**src/rtl/ntt_pipe_ctrl_if.sv**
```systemverilog
// Command, handshake and pipeline-control bundle between the polynomial
// loader/storer and the NTT pipeline sequencer.
interface ntt_pipe_ctrl_if #(
    parameter int unsigned AW = 7
);
    logic          start;
    logic          mode;
    logic          in_valid;
    logic          in_ready;
    logic          pipe_en;
    logic          pipe_mode;
    logic [AW-1:0] tw_addr;
    logic          out_valid;
    logic [6:0]    out_idx;
    logic          busy;
    logic          done;

    modport master (
        output start, mode, in_valid,
        input  in_ready, pipe_en, pipe_mode, tw_addr, out_valid, out_idx, busy, done
    );

    modport slave (
        input  start, mode, in_valid,
        output in_ready, pipe_en, pipe_mode, tw_addr, out_valid, out_idx, busy, done
    );
endinterface

```
**src/rtl/ntt_pipe_ctrl.sv**
```systemverilog
// Sequencer for one Kyber NTT/INTT pass over 128 coefficient pairs: drives the shared
// pipeline enable, mode and final-stage twiddle address, and marks valid output pairs.
module ntt_pipe_ctrl #(
    parameter int unsigned NPAIRS     = 128,
    parameter int unsigned FILL_LAT   = 104,
    parameter int unsigned INTT_EXTRA = 4,
    parameter int unsigned TW_BASE    = 64,
    parameter int unsigned TW_INTT    = 1,
    parameter int unsigned AW         = 7
) (
    input  logic           clk,
    input  logic           rst,
    ntt_pipe_ctrl_if.slave bus
);
    typedef enum logic [1:0] {S_IDLE, S_RUN, S_DRAIN, S_DONE} state_e;

    localparam logic [6:0]    LAST_IN   = 7'(NPAIRS - 1);
    localparam logic [7:0]    LAST_OUT  = 8'(NPAIRS - 1);
    localparam logic [7:0]    NPAIRS_C  = 8'(NPAIRS);
    localparam logic [8:0]    LAT_NTT   = 9'(FILL_LAT);
    localparam logic [8:0]    LAT_INTT  = 9'(FILL_LAT + INTT_EXTRA);
    localparam logic [AW-1:0] TW_BASE_C = AW'(TW_BASE);
    localparam logic [AW-1:0] TW_INTT_C = AW'(TW_INTT);
    localparam logic [AW-1:0] TW_LAST   = '1;

    state_e        state_q, state_d;
    logic [6:0]    in_cnt_q, in_cnt_d;
    logic [7:0]    out_cnt_q, out_cnt_d;
    logic [8:0]    en_cnt_q, en_cnt_d;
    logic          mode_q, mode_d;
    logic [AW-1:0] tw_q, tw_d;
    logic          pipe_en;
    logic          out_valid;
    logic [8:0]    lat;

    // NOTE: state registers use non-blocking assignments so every flop samples the
    // pre-edge values; blocking here would create order-dependent simulation races.
    always_ff @(posedge clk or posedge rst) begin
        if (rst) begin
            state_q   <= S_IDLE;
            in_cnt_q  <= '0;
            out_cnt_q <= '0;
            en_cnt_q  <= '0;
            mode_q    <= 1'b0;
            tw_q      <= TW_BASE_C;
        end else begin
            state_q   <= state_d;
            in_cnt_q  <= in_cnt_d;
            out_cnt_q <= out_cnt_d;
            en_cnt_q  <= en_cnt_d;
            mode_q    <= mode_d;
            tw_q      <= tw_d;
        end
    end

    always_comb begin
        // NOTE: every signal gets a default before the case so no path leaves one
        // unassigned, which would otherwise infer a latch.
        state_d   = state_q;
        in_cnt_d  = in_cnt_q;
        out_cnt_d = out_cnt_q;
        en_cnt_d  = en_cnt_q;
        mode_d    = mode_q;
        tw_d      = tw_q;

        lat       = mode_q ? LAT_INTT : LAT_NTT;
        pipe_en   = ((state_q == S_RUN) && bus.in_valid) || (state_q == S_DRAIN);
        out_valid = pipe_en && (en_cnt_q >= lat) && (out_cnt_q < NPAIRS_C);

        case (state_q)
            S_IDLE: begin
                if (bus.start) begin
                    mode_d    = bus.mode;
                    in_cnt_d  = '0;
                    out_cnt_d = '0;
                    en_cnt_d  = '0;
                    tw_d      = bus.mode ? TW_INTT_C : TW_BASE_C;
                    state_d   = S_RUN;
                end
            end
            S_RUN: begin
                if (bus.in_valid) begin
                    in_cnt_d = in_cnt_q + 7'd1;
                    if (in_cnt_q == LAST_IN) state_d = S_DRAIN;
                end
            end
            S_DRAIN: begin
                if (out_valid && (out_cnt_q == LAST_OUT)) state_d = S_DONE;
            end
            S_DONE:  state_d = S_IDLE;
            default: state_d = S_IDLE;
        endcase

        // The pipe is frozen when pipe_en is low, so every counter and the twiddle freeze with it.
        if (pipe_en) begin
            en_cnt_d = en_cnt_q + 9'd1;
            if (!mode_q && (en_cnt_q >= LAT_NTT))
                tw_d = (tw_q == TW_LAST) ? TW_BASE_C : tw_q + 1'b1;
            if (out_valid) out_cnt_d = out_cnt_q + 8'd1;
        end
    end

    assign bus.in_ready  = (state_q == S_RUN);
    assign bus.pipe_en   = pipe_en;
    assign bus.pipe_mode = mode_q;
    assign bus.tw_addr   = tw_q;
    assign bus.out_valid = out_valid;
    assign bus.out_idx   = out_cnt_q[6:0];
    assign bus.busy      = (state_q != S_IDLE);
    assign bus.done      = (state_q == S_DONE);
endmodule

```
**src/flat_wrapper.sv**
```systemverilog
// flat-port wrapper written by rule: the top's interface ports become plain ports
module ntt_pipe_ctrl_flat 
#(
    parameter int unsigned NPAIRS     = 128,
    parameter int unsigned FILL_LAT   = 104,
    parameter int unsigned INTT_EXTRA = 4,
    parameter int unsigned TW_BASE    = 64,
    parameter int unsigned TW_INTT    = 1,
    parameter int unsigned AW         = 7
)
  (clk, rst, bus_start, bus_mode, bus_in_valid, bus_in_ready, bus_pipe_en, bus_pipe_mode, bus_tw_addr, bus_out_valid, bus_out_idx, bus_busy, bus_done);
  ntt_pipe_ctrl_if #(.AW(AW)) bus_i ();
  input  logic clk;
  input  logic rst;
  input wire logic [$bits(bus_i.start)-1:0] bus_start;
  input wire logic [$bits(bus_i.mode)-1:0] bus_mode;
  input wire logic [$bits(bus_i.in_valid)-1:0] bus_in_valid;
  output wire logic [$bits(bus_i.in_ready)-1:0] bus_in_ready;
  output wire logic [$bits(bus_i.pipe_en)-1:0] bus_pipe_en;
  output wire logic [$bits(bus_i.pipe_mode)-1:0] bus_pipe_mode;
  output wire logic [$bits(bus_i.tw_addr)-1:0] bus_tw_addr;
  output wire logic [$bits(bus_i.out_valid)-1:0] bus_out_valid;
  output wire logic [$bits(bus_i.out_idx)-1:0] bus_out_idx;
  output wire logic [$bits(bus_i.busy)-1:0] bus_busy;
  output wire logic [$bits(bus_i.done)-1:0] bus_done;
  assign bus_i.start = bus_start;
  assign bus_i.mode = bus_mode;
  assign bus_i.in_valid = bus_in_valid;
  assign bus_in_ready = bus_i.in_ready;
  assign bus_pipe_en = bus_i.pipe_en;
  assign bus_pipe_mode = bus_i.pipe_mode;
  assign bus_tw_addr = bus_i.tw_addr;
  assign bus_out_valid = bus_i.out_valid;
  assign bus_out_idx = bus_i.out_idx;
  assign bus_busy = bus_i.busy;
  assign bus_done = bus_i.done;
  ntt_pipe_ctrl #(.NPAIRS(NPAIRS), .FILL_LAT(FILL_LAT), .INTT_EXTRA(INTT_EXTRA), .TW_BASE(TW_BASE), .TW_INTT(TW_INTT), .AW(AW)) u_core (.clk(clk), .rst(rst), .bus(bus_i));
endmodule
```
**config.mk**
```make
export PLATFORM = sky130hd
export DESIGN_NAME = ntt_pipe_ctrl_flat
export DESIGN_NICKNAME = d
export VERILOG_FILES = /design/src/rtl/ntt_pipe_ctrl_if.sv /design/src/rtl/ntt_pipe_ctrl.sv /design/src/flat_wrapper.sv
export SDC_FILE = /design/constraint.sdc
export NUM_CORES = 1
export LEC_CHECK = 0
export CORE_ASPECT_RATIO = 0.75
export CORE_MARGIN = 5
export CORE_UTILIZATION = 56
export CTS_CLUSTER_SIZE = 20
export DETAILED_ROUTE_END_ITERATION = 10
export DONT_BUFFER_PORTS = 1
export HOLD_SLACK_MARGIN = 0.03
export PLACE_DENSITY = 0.71
export SETUP_SLACK_MARGIN = 0.1
export SLEW_MARGIN = 20
export SYNTH_ARGS = -nofsm -noshare
export SYNTH_HDL_FRONTEND = slang
export SYNTH_SLANG_ARGS = --single-unit
```
**constraint.sdc**
```tcl
create_clock -name clk -period 5 [get_ports clk]
set_clock_uncertainty 0.05 [all_clocks]
set_input_delay 1 -clock clk [delete_from_list [all_inputs] [get_ports clk]]
set_output_delay 1 -clock clk [all_outputs]
set_load 0.02 [all_outputs]
```
==> qor.yml <==
end_kind: "output pin"
critical_path.most_common_cell: "inv_1"
multi_input_area_um2: 1015
total_power_mw: 1.075
fp.dieH_um: 62.02
numCtsBuffers: 5
worstSkewPairLatency_ns: 0.29
die-width_um: 79.36
drv_cap: 0
drt_iter0_drc: 114
overflow: 0
async_flop_share: 1.000
finalSetupTns_ns: 0
pre_cts_slack_ns: 1.941
status: "finished, final reports clean"
period_minus_slack_ns: 3.365
synthTopCellsByCount: "33 x dfrtp_1, 26 x nand2_1, 21 x nand3_1, 21 x nor2_1, 18 x o21ai_0"
ys_ff_latch: 34
remaining_drc_errors: 0
reg2reg_setup_slack_ns: 2.64
yosysSeqAreaShare: 0.4217
fmax_mhz: 297.1
start_util: 0.5981
fp.dieArea_um2: 4922
finalSetupViolations: 0
holdPathEnd: "u_core.en_cnt_q[8]"
path_cells: "inv_1, ha_1, a21oi_2, buf_4, nor2_1, nand2_1, inv_1"
arrival_ns: 2.32
grt_use_met3: 0.05331
pin_count: 25
grt_util_all_layers: 0.1885
worstMarginPinSlew_ns: 0.5131
worstHoldStart: "u_core.en_cnt_q[8]"
h-tree-depth: 2
netlist_top_cells_area: "dfrtp_1 41%, ha_1 6.2%, nand3_1 5.2%"
via_per_inst: 6.118
vias: 1560
cp-startpoint: "u_core.state_q[1]"
synth_cell_types: 41
cts-root-buf: "clkbuf_8"
synth_top_area_share: 0.4087
yosysWarnings: 0
fillers: 268
port_buffers: 0
syn_to_final_growth_pct: 5.078
drive_above_1_share: 0.09767
fin_crit_sh: 0.6731
dp_hpwl_um: 2962
clockBufferDepth: 2
critPathMaxStageDelay_ns: 0.47
synth_nets: 234
grt_pass1_wl_um: 7107
hold_class: "flop to flop"
hold_viol: 0
synth_area_per_cell_um2: 9.227
routed_wl_um: 4117
required_ns: 3.95
rows: 18
postCtsSetupBuffers: 0
grt_max_degree: 24
grt_pass1_vias: 1483
p_per_area_nw_per_um2: 506.4
ant_nets: 0
crit_slowest_cell: "ha_1"
final_max_slew_viol_count: 0
synthCells: 219
clock-sinks: 34
vdd.ir_drop.worst_uv: 386.1
r2r-end: "u_core.out_cnt_q[4]"
critPathKind: "flop to output pin"
antenna_found_initial: 0
use_met2: 0.3034
first_pass_iters: 4
min_path_cells: 1
worstPathMaxFanout: 13
cts_hold_buf: 0
core-area_um2: 3378
timing.slew.headroom: 0.6553
p_leak_nw: 0.9740
cts.clk_slew.worst_paths_ns: 0.07
regArea_um2: 852.1
cts_tree: "done"
post_cts_resized: 0
routedWlPerCell_um: 16.15
layout_setup_ws_ns: 1.635
final_nets: 229
synth_most_common_cell: "dfrtp_1"
r2r_start: "u_core.state_q[1]"
worstRegToRegCells: 9
use_met1: 0.2520
holdWs_ns: 0.4448
busiest_layer: "met2"
syn_area_um2: 2021
yosys.area.top_type: "dfrtp_1"
synth-main-ff-cell: "dfrtp_1"
rsz0062_at_grt: "false"
diodes: 0
synth-edff-count: 0
critPathLaunchType: "flop"
place_congestion: 0.8790
-- cell type report --
cell class,instances,share of cell area
inverters,13,0.02298
clock inverters,2,0.02829
clock buffers,6,0.03889
flip-flops and latches,34,0.4013
repair buffers,2,0.007071
well taps,40,0.02357
multi-input cells,158,0.4779
-- through the flow --
step / utilization / cells / cell area (um2)
floorplan: - / 219 / 2021
global placement: 0.5863 / 247 / 1981
detailed placement: 0.5863 / 247 / 1981
CTS: 0.6285 / 255 / 2123
global route: 0.6285 / 255 / 2123
finish: 0.6285 / 255 / 2123
-- critical path: cells and delay by family, from the launching register on --
family,cells,cell delay (ns)
compound gates,1,0.10
buf+inv,3,0.62
simple gates,2,0.43
flops,1,0.41
fa+ha+maj,1,0.47
-- placed cells by master (no fill, tap or decap), drive strengths merged, types with 2 or more instances in the layout --
| cell type | instances |
|---|---|
| a21boi | 2 |
| a21o | 2 |
| a21oi | 9 |
| a22o | 5 |
| a31oi | 4 |
| a41oi | 2 |
| and3 | 6 |
| buf | 2 |
| bufinv | 2 |
| clkbuf | 6 |
| dfrtp | 33 |
| ha | 10 |
| inv | 13 |
| mux2 | 2 |
| mux2i | 3 |
| nand2 | 26 |
| nand3 | 21 |
| nand4 | 3 |
| nor2 | 21 |
| nor3 | 2 |
| nor3b | 2 |
| o211ai | 2 |
| o21ai | 18 |
| or3 | 2 |
| xor2 | 6 |
-- registers in the layout, indices dropped and copies added (netlist names) --
name                  cells
u_core.en_cnt_q           9
u_core.bus.pipe_mode      1
u_core.bus.tw_addr        7
u_core.state_q            2
u_core.out_cnt_q          8
u_core.in_cnt_q           7
-- worst max path at each step --
stage,to,slack [ns],cells after the start
5_1_grt,bus_out_valid,1.41,7
2_1_floorplan,bus_out_valid,2.35,4
3_5_place_dp,bus_out_valid,1.94,7
4_1_cts,bus_out_valid,1.62,7
3_3_place_gp,bus_out_valid,2.02,5
6_report,bus_out_valid,1.63,7
-- report_power, final --
group	leakage, nW	switching, mW	internal, mW	total (mW)
clock network	0.0714	0.101	0.213	0.314
registers	0.456	0.0880	0.326	0.414
logic	0.447	0.223	0.125	0.348
-- per-layer routing --
metal  share of wire  routed length [um]  vias to the layer above
li1                -                   -                      753
met1            0.47                1948                      748
met2            0.45                1861                       53
met3           0.068                 279                        6
met4          0.0066                  27                        0
met5               0                   0                        -
-- cell families (layout without fill, tap and decap cells) --
| logic type | count (synthesis) | after routing | share of synthesized area |
|---|---|---|---|
| fa+ha+maj | 10 | 10 | 0.06192 |
| buf+inv | 27 | 23 | 0.07615 |
| xor+xnor | 6 | 6 | 0.02601 |
| simple gates | 85 | 85 | 0.1926 |
| compound gates | 52 | 52 | 0.1957 |
| flops | 34 | 34 | 0.4217 |
| mux | 5 | 5 | 0.02601 |
Note: power is estimated with default switching activity, not from simulation.
